<file path="src/rtl/cache_request_credit_scheduler_pkg.sv">
`default_nettype none
// ============================================================================
//  Module      : cache_request_credit_scheduler_pkg
//  Description : Shared types and constants for the cache request credit
//                scheduler (FSM states, grant record, credit default).
//  Revision    : 1.0 - initial release
// ============================================================================
package cache_request_credit_scheduler_pkg;

  // Default per-requester outstanding request budget
  localparam int CACHE_SCHED_MAX_CREDITS = 8;

  // Widest requester index (16 requesters)
  localparam int CACHE_SCHED_ID_MAX_W = 4;

  typedef enum logic [2:0] {
    S_SETUP = 3'd0,
    S_IDLE  = 3'd1,
    S_ARB   = 3'd2,
    S_STALL = 3'd3,
    S_DRAIN = 3'd4
  } SchedulerState;

  typedef struct packed {
    logic                            valid;
    logic [CACHE_SCHED_ID_MAX_W-1:0] id;
  } SchedulerGrant;

endpackage : cache_request_credit_scheduler_pkg
`default_nettype wire

</file>
<file path="src/rtl/cache_request_credit_counter.sv">
`default_nettype none
// ============================================================================
//  Module      : cache_request_credit_counter
//  Description : One requester's credit counter. Resets full, decrements on
//                grant, increments on response, saturates at MAX_CREDITS.
//                full_o reflects the count after this cycle's update so the
//                scheduler can act on it in the same cycle.
//  Revision    : 1.0 - initial release
// ============================================================================
module cache_request_credit_counter #(
  parameter int MAX_CREDITS = 8,
  parameter int CREDIT_W    = $clog2(MAX_CREDITS + 1)
) (
  input  logic clk_i,
  input  logic rst_i,
  input  logic inc_i,
  input  logic dec_i,
  output logic empty_o,
  output logic full_o,
  output logic overflow_o
);

  localparam logic [CREDIT_W-1:0] C_MAX = CREDIT_W'(MAX_CREDITS);

  logic [CREDIT_W-1:0] count_q;
  logic [CREDIT_W-1:0] count_d;

  // Next count: simultaneous inc and dec cancel; inc saturates, dec floors
  always_comb begin
    count_d = count_q;
    if (inc_i && !dec_i) begin
      if (count_q != C_MAX) count_d = count_q + CREDIT_W'(1);
    end else if (dec_i && !inc_i) begin
      if (count_q != '0) count_d = count_q - CREDIT_W'(1);
    end
  end

  // Credit register, full budget out of reset
  always_ff @(posedge clk_i or posedge rst_i) begin
    if (rst_i) count_q <= C_MAX;
    else       count_q <= count_d;
  end

  assign empty_o    = (count_q == '0);
  assign full_o     = (count_d == C_MAX);
  assign overflow_o = inc_i && !dec_i && (count_q == C_MAX);

endmodule : cache_request_credit_counter
`default_nettype wire

</file>
<file path="src/rtl/cache_request_credit_scheduler.sv">
`default_nettype none
// ============================================================================
//  Module      : cache_request_credit_scheduler
//  Description : Credit-based round-robin scheduler deciding which memory
//                requester may push into the shared cache request FIFO.
//                Requests are registered once before arbitration, grants are
//                registered single-cycle pulses, and every grant consumes one
//                credit that returns with the matching cache response.
//  Option      : CACHE_SCHED_CREDIT_CHECK_EN enables the sticky
//                credit_error_out over-return / bad-id flag.
//  Revision    : 1.0 - initial release
// ============================================================================
module cache_request_credit_scheduler
  import cache_request_credit_scheduler_pkg::*;
#(
  parameter int NUM_MEMORY_REQUESTOR = 2,
  parameter int MAX_CREDITS          = CACHE_SCHED_MAX_CREDITS,
  parameter int ID_W                 = (NUM_MEMORY_REQUESTOR > 1) ? $clog2(NUM_MEMORY_REQUESTOR) : 1,
  parameter int CREDIT_W             = $clog2(MAX_CREDITS + 1)
) (
  input  logic                            ap_clk,
  input  logic                            areset,
  input  logic                            enable_in,
  input  logic [NUM_MEMORY_REQUESTOR-1:0] arbiter_request_in,
  input  logic                            fifo_setup_in,
  input  logic                            fifo_prog_full_in,
  input  logic                            response_valid_in,
  input  logic [ID_W-1:0]                 response_id_in,
  output logic [NUM_MEMORY_REQUESTOR-1:0] arbiter_grant_out,
  output logic                            grant_valid_out,
  output logic [ID_W-1:0]                 grant_id_out,
  output logic [NUM_MEMORY_REQUESTOR-1:0] credits_empty_out,
  output logic                            idle_out,
  output logic                            credit_error_out
);

  localparam int N = NUM_MEMORY_REQUESTOR;

  SchedulerState state_q;
  SchedulerState state_d;
  SchedulerGrant grant_q;

  logic [N-1:0]    req_q;
  logic [N-1:0]    grant_vec_q;
  logic [ID_W-1:0] rr_q;
  logic [ID_W-1:0] rr_d;
  logic            idle_q;

  logic [N-1:0]    w_inc;
  logic [N-1:0]    w_dec;
  logic [N-1:0]    w_empty;
  logic [N-1:0]    w_full_next;
  logic [N-1:0]    w_overflow;
  logic [N-1:0]    w_eligible;
  logic            w_all_full_next;
  logic            w_pick_valid;
  logic [ID_W-1:0] w_pick_id;
  logic            w_fire;

  // --------------------------------------------------------------------------
  // Per-requester credit counters
  // --------------------------------------------------------------------------
  for (genvar i = 0; i < N; i++) begin : g_credit
    // Out-of-range response ids match no counter and are dropped here
    assign w_inc[i] = response_valid_in && (response_id_in == ID_W'(i));
    assign w_dec[i] = w_fire && (w_pick_id == ID_W'(i));

    cache_request_credit_counter #(
      .MAX_CREDITS (MAX_CREDITS),
      .CREDIT_W    (CREDIT_W)
    ) u_counter (
      .clk_i      (ap_clk),
      .rst_i      (areset),
      .inc_i      (w_inc[i]),
      .dec_i      (w_dec[i]),
      .empty_o    (w_empty[i]),
      .full_o     (w_full_next[i]),
      .overflow_o (w_overflow[i])
    );
  end : g_credit

  assign w_all_full_next = &w_full_next;
  assign w_eligible      = req_q & ~w_empty;

  // --------------------------------------------------------------------------
  // Round-robin pick: first eligible index at or above rr_q, wrapping
  // --------------------------------------------------------------------------
  // Search eligible requesters starting from the round-robin pointer
  always_comb begin
    int idx;
    idx          = 0;
    w_pick_valid = 1'b0;
    w_pick_id    = '0;
    for (int k = 0; k < N; k++) begin
      idx = int'(rr_q) + k;
      if (idx >= N) idx = idx - N;
      if (!w_pick_valid && w_eligible[idx[ID_W-1:0]]) begin
        w_pick_valid = 1'b1;
        w_pick_id    = idx[ID_W-1:0];
      end
    end
  end

  // A grant fires only in arbitration with no setup, stall or disable pending
  always_comb begin
    w_fire = (state_q == S_ARB) && !fifo_setup_in && !fifo_prog_full_in &&
             enable_in && w_pick_valid;
  end

  // Pointer moves just past the winner; it holds when nothing is granted
  always_comb begin
    int nxt;
    nxt  = 0;
    rr_d = rr_q;
    if (w_fire) begin
      nxt = int'(w_pick_id) + 1;
      if (nxt >= N) nxt = 0;
      rr_d = ID_W'(nxt);
    end
  end

  // --------------------------------------------------------------------------
  // Scheduler FSM next state (setup > prog_full > enable)
  // --------------------------------------------------------------------------
  // Drain exits on next-state credits so idle follows the last response
  always_comb begin
    state_d = state_q;
    case (state_q)
      S_SETUP: if (!fifo_setup_in) state_d = S_IDLE;
      S_IDLE:  if (enable_in) state_d = S_ARB;
      S_ARB: begin
        if (fifo_setup_in)          state_d = S_SETUP;
        else if (fifo_prog_full_in) state_d = S_STALL;
        else if (!enable_in)        state_d = S_DRAIN;
      end
      S_STALL: begin
        if (fifo_setup_in)          state_d = S_SETUP;
        else if (fifo_prog_full_in) state_d = S_STALL;
        else if (!enable_in)        state_d = S_DRAIN;
        else                        state_d = S_ARB;
      end
      S_DRAIN: begin
        if (enable_in)            state_d = S_ARB;
        else if (w_all_full_next) state_d = S_IDLE;
      end
      default: state_d = S_SETUP;
    endcase
  end

  // FSM state, request sample stage, pointer and registered outputs
  always_ff @(posedge ap_clk or posedge areset) begin
    if (areset) begin
      state_q     <= S_SETUP;
      req_q       <= '0;
      rr_q        <= '0;
      grant_vec_q <= '0;
      grant_q     <= '0;
      idle_q      <= 1'b0;
    end else begin
      state_q       <= state_d;
      req_q         <= arbiter_request_in;
      rr_q          <= rr_d;
      grant_vec_q   <= w_dec;
      grant_q.valid <= w_fire;
      grant_q.id    <= w_fire ? CACHE_SCHED_ID_MAX_W'(w_pick_id) : '0;
      idle_q        <= (state_d == S_IDLE) && w_all_full_next &&
                       (arbiter_request_in == '0);
    end
  end

  assign arbiter_grant_out = grant_vec_q;
  assign grant_valid_out   = grant_q.valid;
  assign grant_id_out      = grant_q.id[ID_W-1:0];
  assign credits_empty_out = w_empty;
  assign idle_out          = idle_q;

  logic unused_grant_id;
  assign unused_grant_id = ^grant_q.id;

  // --------------------------------------------------------------------------
  // Optional credit accounting check
  // --------------------------------------------------------------------------
`ifdef CACHE_SCHED_CREDIT_CHECK_EN
  localparam int ID_SPACE = 1 << ID_W;

  logic [ID_SPACE-1:0] w_id_ok;
  logic                w_bad_resp;
  logic                err_q;

  for (genvar j = 0; j < ID_SPACE; j++) begin : g_id_ok
    assign w_id_ok[j] = (j < N);
  end : g_id_ok

  assign w_bad_resp = response_valid_in &&
                      (!w_id_ok[response_id_in] || |(w_overflow & w_inc));

  // Sticky error flag, cleared only by reset
  always_ff @(posedge ap_clk or posedge areset) begin
    if (areset)          err_q <= 1'b0;
    else if (w_bad_resp) err_q <= 1'b1;
  end

  assign credit_error_out = err_q;
`else
  logic unused_overflow;
  assign unused_overflow  = ^w_overflow;
  assign credit_error_out = 1'b0;
`endif

endmodule : cache_request_credit_scheduler
`default_nettype wire

</file>
<file path="config.mk">
export PLATFORM = sky130hd
export DESIGN_NAME = cache_request_credit_scheduler
export DESIGN_NICKNAME = d
export VERILOG_FILES = /design/src/rtl/cache_request_credit_scheduler_pkg.sv /design/src/rtl/cache_request_credit_counter.sv /design/src/rtl/cache_request_credit_scheduler.sv
export SDC_FILE = /design/constraint.sdc
export NUM_CORES = 1
export LEC_CHECK = 0
export BUFFER_PORTS_ARGS = -buffer_cell sky130_fd_sc_hd__buf_2
export CELL_PAD_IN_SITES_DETAIL_PLACEMENT = 1
export CELL_PAD_IN_SITES_GLOBAL_PLACEMENT = 1
export CORE_MARGIN = 4
export CORE_UTILIZATION = 40
export DETAILED_ROUTE_END_ITERATION = 8
export PLACE_DENSITY_LB_ADDON = 0.1
export RECOVER_POWER = 50
export SLEW_MARGIN = 20
export SYNTH_ARGS = -nofsm -noshare
export SYNTH_HDL_FRONTEND = slang
export SYNTH_SLANG_ARGS = --single-unit
export TNS_END_PERCENT = 50
</file>
<file path="constraint.sdc">
create_clock -name ap_clk -period 6.4 [get_ports ap_clk]
set_input_delay 0.96 -clock ap_clk [delete_from_list [all_inputs] [get_ports ap_clk]]
set_output_delay 0.96 -clock ap_clk [all_outputs]
set_load 0.005 [all_outputs]
</file>
==> results.yml, run 1 <==
run_status:
  outcome: "completed"
finish:
  nets: 176
  drive_gt1_frac: 0.179
  antennaDiodeCount: 0
  area_delta_synth_final_pct: 6.87
  nFillCells: 394
setup_path:
  crit_type: "input pin to register"
  cp-start-kind: "input pin"
  path_max_fanout: 13
  r2r_end: "idle_out"
  required_ps: 6610
  r2r_cells: 7
  critical_path_arrival_ps: 3790
  r2r_start: "state_q[2]"
  critPathCaptureType: "register"
  rrSetupSlack_ps: 3060
min_path:
  hold_path.class: "register to register"
  min_path_cells: 1
  whs_endpoint: "idle_out"
  hp-start: "state_q[1]"
timing:
  worst_slew_pin_slew_ps: 745
  relSlewSlack: 0.496
  finalSetupViolations: 0
  period_minus_slack_ps: 3580
  hold_violations: 0
  layout_setup_ws_ps: 2820
  drv_slew: 0
  setup_tns_ps: 0
  clock_skew_ps: 8.70
  post-route-period-util: 0.559
  rsz0062_at_grt: "no"
  max_freq_ghz: 0.279
yosys:
  synth_commonest_cells: "18 x nor2_1, 16 x dfrtp_1, 13 x nand2_1, 9 x inv_1"
  yosysSeqAreaShare: 0.332
  synth_edf_count: 0
  synth_cells: 154
  ys_ff_latch: 18
  synthFlopType: "dfrtp_1"
  netlist_area_sq_um: 1370
  syn-num-nets: 167
  yosys_warnings: 0
  yosysTopAreaCell: "dfrtp_1"
  yosys.cell_types.count: 59
  async_flop_share: 1.00
  synth.most_common_cell: "nor2_1"
  synth_area_leaders: "dfrtp_1 29%, nor2_1 4.9%, dfstp_2 3.8%"
  yosysTopAreaCellShare: 0.293
  syn_area_per_cell_sq_um: 8.87
die:
  die_w_microns: 66.4
  start_util: 0.433
  io_pins: 17
  core-area_sq_um: 3150
  die-area_sq_um: 4410
  die_y_microns: 66.4
  rows: 20
power:
  p_leak_nw: 0.627
  finalPower_w: 0.000567
  vdd_drop_max_uv: 157
  pwr_density_cell_nw_per_um2: 389
global_route:
  grt_start_max_net_pins: 19
  overflow: 0
  track_usage: 0.180
  grt_pass1_vias: 1271
  antenna_found_initial: 0
  grt_pass1_wl_mm: 6.25
route:
  drtPass1Iterations: 4
  wl_per_cell_microns: 16.8
  vias_per_cell: 5.82
  remaining_drc_errors: 0
  drt_wl_total_mm: 3.46
  vias: 1198
  drt-initial-drc-count: 85
  ant_nets: 0
cts:
  cts_root_buffer: "clkbuf_4"
  cts_hold_buffers: 0
  cts_tree: "done"
  path_clk_slew_ps: 110
  post_cts_buffers: 0
  cts_max_path_buffers: 2
  htreeDepth: 1
  cts_resized: 0
  clkSinkCount: 18
  clock_latency_ps: 300
  cts_made_buffers: 3
place:
  dpl_worst_slack_ps: 2520
  portBuffers: 15
  place.gp.congestion: 0.839
  dpl.hpwl_mm: 2.75
run:
  max-cap-violations: 0
metrics by stage:
| stage | hold slack (ps) | std cells | area [sq um] | utilization |
|---|---|---|---|---|
| 3_5_place_dp | 558 | 202 | 1430 | 0.453 |
| 4_1_cts | 574 | 206 | 1460 | 0.464 |
| 6_report | 576 | 206 | 1460 | 0.463 |
| 3_3_place_gp | 559 | 202 | 1430 | 0.453 |
| 5_1_grt | 614 | 206 | 1460 | 0.463 |
| 2_1_floorplan | 518 | 154 | 1370 | - |
metal layers:
metal	up-vias	track usage	routed length, microns
li1	580	-	-
met1	604	0.234	1580
met2	12	0.323	1800
met3	2	0.0255	69
met4	0	0.0228	11
met5	-	0	0
kinds of logic after synthesis:
logic type      count (synthesis)  share of synthesized area
compound gates                 36                      0.211
buf+inv                        20                     0.0751
other cells                     1                    0.00274
simple gates                   68                      0.282
flops                          18                      0.331
xor+xnor                        3                     0.0192
fa+ha+maj                       4                     0.0366
mux                             4                     0.0421
worst max path at each step:
stage / slack (ps) / from / to / cells after the start
floorplan: 3440 / enable_in / idle_out / 7
global placement: 2720 / fifo_setup_in / idle_out / 8
detailed placement: 2520 / fifo_setup_in / state_q[0] / 8
CTS: 2860 / fifo_setup_in / idle_out / 8
global route: 2570 / fifo_setup_in / state_q[0] / 8
finish: 2820 / fifo_setup_in / idle_out / 8
cells in the final DEF, fill, tap and decap left out, types with 2 or more instances in the layout:
cell       synthesis  final
nor3b_1            2      2
nor3_1             6      6
xnor2_1            3      3
clkbuf_1           2      3
nand2b_1           3      3
nand3_1            6      6
nor2_1            18     18
inv_1              9      9
a311oi_1           2      2
o22ai_1            2      2
o2111ai_1          2      2
and3_1             3      3
buf_2              4     12
mux2i_1            2      2
dfrtp_1           16     16
ha_1               4      4
o21ai_0            6      6
clkbuf_4           0      3
a21oi_1            4      4
dfstp_2            2      2
a2bb2oi_1          2      2
nand2_1           13     13
nor2b_1            2      2
or4_1              2      2
flip-flops by register name (all words and copies together), names as in the netlist:
| register | flops |
|---|---|
| arbiter_grant_out | 1 |
| g_credit.u_counter.count_q | 8 |
| grant_id_out | 1 |
| grant_valid_out | 1 |
| idle_out | 1 |
| req_q | 2 |
| rr_q | 1 |
| state_q | 3 |
where the power goes:
| part | switching, W | internal, W | total, W |
|---|---|---|---|
| clock network | 0.0000385 | 0.0000346 | 0.0000732 |
| logic | 0.000149 | 0.000119 | 0.000268 |
| registers | 0.0000704 | 0.000155 | 0.000226 |
cell type report:
cell class	count	area, sq um	area share
Tap cell	44	55.1	0.0377
Multi-Input combinational cell	116	811	0.555
Inverter	9	33.8	0.0231
Clock buffer	4	36.3	0.0249
Sequential cell	18	453	0.310
Timing Repair Buffer	15	71.3	0.0488
critical path, cell delays in order:
cell and delay, ps:
clkbuf_1 130, nor3_1 280, nand3_1 520, a311oi_1 540, mux4_1 610, o21bai_1 190
nand4bb_1 270, nor4b_2 280
(Power assumes the default switching activity.)
==> run 2: changes to the inputs <==
Settings changed: ABC_AREA from default to 1, CORE_UTILIZATION 40 to 38.
Clock period 6.4 ns to 3 ns, I/O delays scaled along.
==> results.yml, run 2 <==
run_status:
  outcome: "completed"
timing:
  layout_setup_ws_ps: 661
  worst_slew_pin_slew_ps: 692
  setup_tns_ps: 0
  relSlewSlack: 0.538
  max_freq_ghz: 0.427
  post-route-period-util: 0.780
  hold_violations: 0
  clock_skew_ps: 7.62
  period_minus_slack_ps: 2340
  rsz0062_at_grt: "no"
  drv_slew: 0
  finalSetupViolations: 0
  hold_ws_ps: 283
finish:
  seq_area_sq_um: 453
  final_cell_mix: "32 x inv_1, 30 x nand2_1, 24 x nand3_1"
  final_area_sq_um: 1610
  drive_gt1_frac: 0.270
  largest_register_ffs: 8
  nFillCells: 493
  regMostFlops: "g_credit.u_counter.count_q"
  multi_input_area_sq_um: 827
  reg_top3: "g_credit.u_counter.count_q x8, state_q x3, req_q x2"
  post-route-util: 0.437
  antennaDiodeCount: 0
  layout_commonest_cell: "inv_1"
  nets: 218
  area_delta_synth_final_pct: 10.3
setup_path:
  cpPeakStageDelay_ps: 420
  slowest_stage: "dfrtp_1"
  cp_cell_sequence: "inv_1 -> ha_1 -> nand2_4 -> nand2_2 -> nand2_4 -> nand2_4 -> nor2_4 -> nand3_1 -> nand2_1 -> a21oi_1 -> nand2_1 -> nor2_2 -> nand2_2 -> nand2_1 -> nand2_2 -> a21oi_2"
  crit_type: "register to register"
  required_ps: 3190
  critical_path_arrival_ps: 2530
  critPathCaptureType: "register"
  path_max_fanout: 6
  cp-start-kind: "register"
yosys:
  synth_fa_ha_area_frac: 0.0343
  synth_top_family_by_area: "simple AND/OR/NAND/NOR gates"
  syn-num-nets: 203
  yosysSeqAreaShare: 0.310
  syn_area_per_cell_sq_um: 7.69
  synth_commonest_cells: "32 x inv_1, 30 x nand2_1, 24 x nand3_1, 16 x dfrtp_1, 16 x nor2_1"
  synth_compound_area_frac: 0.0737
  async_flop_share: 1.00
  yosys.area_share.simple: 0.420
  yosysTopAreaCell: "dfrtp_1"
  synthFlopType: "dfrtp_1"
  netlist_area_sq_um: 1460
  synth.most_common_cell: "inv_1"
  yosys.cell_types.count: 32
  synth_area_leaders: "dfrtp_1 27%, nand3_1 8.2%, inv_1 8.2%"
  synth-xor-area-share: 0.0360
  ys_ff_latch: 18
  synth_edf_count: 0
  yosys_warnings: 0
  synthMuxAreaShare: 0
  synth_cells: 190
  yosysTopAreaCellShare: 0.274
route:
  drt-initial-drc-count: 50
  drtPass1Iterations: 4
  vias: 1227
  remaining_drc_errors: 0
  ant_nets: 0
  vias_per_cell: 4.87
  wl_per_cell_microns: 13.8
  drt_wl_total_mm: 3.49
cts:
  cts_hold_buffers: 0
  cts_root_buffer: "clkbuf_8"
  cts_resized: 0
  clkSinkCount: 18
  cts_made_buffers: 3
  clock_latency_ps: 260
  cts_max_path_buffers: 2
  path_clk_slew_ps: 80
  htreeDepth: 1
  post_cts_buffers: 0
  cts_tree: "done"
global_route:
  grt_pass1_wl_mm: 6.02
  use_met1: 0.196
  grt_start_max_net_pins: 19
  antenna_found_initial: 0
  overflow: 0
  gr-usage-met3: 0.0216
  grt_use_met2: 0.265
  grt_pass1_vias: 1275
  busiest_layer: "met2"
  track_usage: 0.156
die:
  start_util: 0.396
  rows: 22
  die_y_microns: 70.0
  die_w_microns: 70.0
  die-area_sq_um: 4900
  io_pins: 17
  core-area_sq_um: 3690
place:
  dpl_worst_slack_ps: 703
  place.gp.congestion: 0.815
  post_dp_cell_area_sq_um: 1560
  portBuffers: 15
  dpl.hpwl_mm: 2.83
run:
  max-cap-violations: 0
power:
  p_leak_nw: 0.889
  vdd_drop_max_uv: 386
  pwr_density_cell_nw_per_um2: 774
min_path:
  hold_path.class: "input pin to async pin"
==> run 2: cell count changes after synthesis, moves of 5 or more <==
cell     delta
nand2_4     +7
nand3_1    +18
nand2_1    +17
nand2_2     +6
inv_1      +23
xor2_1      +5
nor3_1      -5
==> run 2: cell families after synthesis <==
group / count (synthesis)
simple gates: 104
buf+inv: 41
flops: 18
compound gates: 16
xor+xnor: 6
fa+ha+maj: 4
other cells: 1
==> run 2: path summary, 6_finish.rpt <==
path / startpoint / endpoint / slack, ps / cells after the start
max: g_credit[0].u_counter.count_q[0] / idle_out / 660 / 16
max in group asynchronous: areset / rr_q / 2270 / 2
min: areset / state_q[2] / 280 / 2
min reg2reg: rr_q / rr_q / 560 / 2
min in group ap_clk: arbiter_request_in[0] / req_q[0] / 320 / 1
max reg2reg: g_credit[0].u_counter.count_q[0] / idle_out / 660 / 16
==> run 2: report_power, final <==
group	switching (W)	leakage, nW	internal, W
combinational	0.000403	0.638	0.000221
clock	0.0000895	0.0288	0.000117
sequential	0.0000965	0.222	0.000320
total	0.000589	0.889	0.000658
==> run 2: routing by layer <==
layer / vias up / share of wire
met2: 22 / 0.49
met5: - / 0
li1: 623 / -
met4: 0 / 0.019
met3: 5 / 0.037
met1: 577 / 0.45
==> run 2: area by class of cell <==
type / instances / area share
Clock buffer: 4 / 0.0342
Sequential cell: 18 / 0.281
Tap cell: 48 / 0.0373
Inverter: 36 / 0.0886
Timing Repair Buffer: 15 / 0.0451
Multi-Input combinational cell: 131 / 0.514
==> run 2: worst max-delay path, delay by kind of cell (launching register included) <==
kind	cells	cell delay, ps
AO/OA/AOI/OAI	2	360
adder cells (fa/ha/maj)	1	260
buffers and inverters	1	170
flip-flops	1	420
AND/OR/NAND/NOR	12	1060
==> run 2: metrics by stage <==
step	total power (W)	cells
after floorplan	0.000915	190
after global placement	0.00103	248
after detailed placement	0.00105	248
after CTS	0.00127	252
after global routing	0.00137	252
final	0.00125	252
==> run 3: changes to the inputs <==
Clock period 3 ns to 2.1 ns, I/O delays scaled along.
==> results.yml, run 3 (synthesized netlist as in run 2, its figures left out) <==
setup_path:
  r2r_end: "state_q[2]"
  rrSetupSlack_ps: 10
  crit_type: "register to register"
  required_ps: 2240
  crit_start: "state_q[2]"
  critical_path_arrival_ps: 2230
  critical_path.endpoint: "state_q[2]"
  path_max_fanout: 4
  r2r_cells: 12
  r2r_start: "state_q[2]"
  critPathCaptureType: "register"
  cp-start-kind: "register"
min_path:
  hold_path.class: "input pin to async pin"
finish:
  final_cell_mix: "34 x buf_4, 28 x inv_1, 22 x nand2_1"
  post-route-util: 0.551
  nFillCells: 476
  nets: 254
  largest_register_ffs: 8
  drive_gt1_frac: 0.492
  seq_area_sq_um: 453
  layout_commonest_cell: "buf_4"
  area_delta_synth_final_pct: 39.2
  reg_top3: "g_credit.u_counter.count_q x8, state_q x3, req_q x2"
  regMostFlops: "g_credit.u_counter.count_q"
  multi_input_area_sq_um: 970
  antennaDiodeCount: 0
route:
  wl_per_cell_microns: 15.4
  drt_wl_total_mm: 4.43
  ant_nets: 0
  vias: 1439
  vias_per_cell: 5.00
  remaining_drc_errors: 0
  drtPass1Iterations: 4
  drt-initial-drc-count: 50
die:
  die_y_microns: 70.0
  die_w_microns: 70.0
  rows: 22
  core-area_sq_um: 3690
  start_util: 0.396
  io_pins: 17
  die-area_sq_um: 4900
cts:
  cts_max_path_buffers: 2
  cts_root_buffer: "clkbuf_8"
  cts_made_buffers: 3
  path_clk_slew_ps: 70
  clkSinkCount: 18
  clock_latency_ps: 260
  htreeDepth: 1
  cts_hold_buffers: 0
  cts_tree: "done"
power:
  finalPower_w: 0.00237
  vdd_drop_max_uv: 601
  p_leak_nw: 1.07
  pwr_density_cell_nw_per_um2: 1170
run:
  max-cap-violations: 0
global_route:
  track_usage: 0.175
  overflow: 0
  antenna_found_initial: 0
  grt_pass1_wl_mm: 6.96
  grt_start_max_net_pins: 19
  grt_pass1_vias: 1484
timing:
  period_minus_slack_ps: 2090
  drv_slew: 0
  relSlewSlack: 0.515
  worst_slew_pin_slew_ps: 727
  hold_ws_ps: 169
  hold_violations: 0
  clock_skew_ps: 1.97
  max_freq_ghz: 0.479
  post-route-period-util: 0.993
  finalSetupViolations: 0
  rsz0062_at_grt: "yes"
place:
  dpl.hpwl_mm: 3.21
  portBuffers: 15
  place.gp.congestion: 0.907
run_status:
  outcome: "completed"
[run 3: cell types whose count changed in the layout (fill, tap and decap cells not counted), moves of 2 or more]
cell	delta
ha_4	+2
nand2_1	-8
nand3_1	-8
buf_4	+34
a21oi_1	-2
nand3_2	+7
ha_1	-2
nand2_2	+7
inv_2	+4
inv_1	-4
buf_6	+2
a21oi_2	+2
[run 3: worst max-delay path, cell delays in order, from the launching register on]
cell and delay [ps]:
dfrtp_1 410, nor2_4 140, nand4_4 130, nor2_4 250, buf_6 140, nand4_4 80
buf_4 170, nand3_1 110, nand3_2 120, nor2_2 120, nand2_2 90, a21oi_2 140
o21ai_1 70
[run 3: worst min-delay path by stage]
stage                     startpoint                          endpoint  slack [ps]  cells past startpoint
5_1_grt        arbiter_request_in[0]                          req_q[0]         170                      1
6_report                      areset  g_credit[0].u_counter.count_q[0]         170                      2
4_1_cts        arbiter_request_in[0]                          req_q[0]         170                      1
2_1_floorplan                 areset              arbiter_grant_out[0]         250                      1
3_3_place_gp   arbiter_request_in[0]                          req_q[0]         440                      1
3_5_place_dp   arbiter_request_in[0]                          req_q[0]         440                      1
[run 3: where the power goes]
part	internal (W)	switching [W]	total [W]	leakage, nW
combinational	0.000668	0.000863	0.00153	0.823
clock	0.000167	0.000126	0.000293	0.0288
sequential	0.000458	0.0000855	0.000543	0.222
[run 3: stage by stage]
| step | TNS (ps) | cell area [sq um] | std cells | setup WS, ps |
|---|---|---|---|---|
| after CTS | 0 | 1820 | 276 | 9.38 |
| after global placement | -42.9 | 1740 | 272 | -42.9 |
| after detailed placement | -257 | 1740 | 272 | -107 |
| after floorplan | 0 | 1460 | 190 | 105 |
| final | 0 | 2030 | 288 | 14.4 |
| after global routing | -291 | 2030 | 288 | -120 |
[run 3: area by class of cell]
class	count	share of cell area
well taps	48	0.0296
inverters	36	0.0702
flip-flops and latches	18	0.223
multi-input cells	131	0.477
repair buffers	51	0.173
clock buffers	4	0.0271
[run 3: what timing repair did]
| item | 4_1_cts | 5_1_grt |
|---|---|---|
| gates resized for setup | 5 | 32 |
| pin swaps | 2 | 24 |
| setup buffers | 0 | 12 |
| setup endpoints to repair | 3 | 3 |
| gates cloned | 0 | 0 |
[run 3: per-layer routing]
metal | up-vias | part of all wire | track usage
met3 | 7 | 0.031 | 0.0317
met2 | 29 | 0.50 | 0.294
li1 | 699 | - | -
met5 | - | 0 | 0
met1 | 704 | 0.46 | 0.226
met4 | 0 | 0.012 | 0.0553
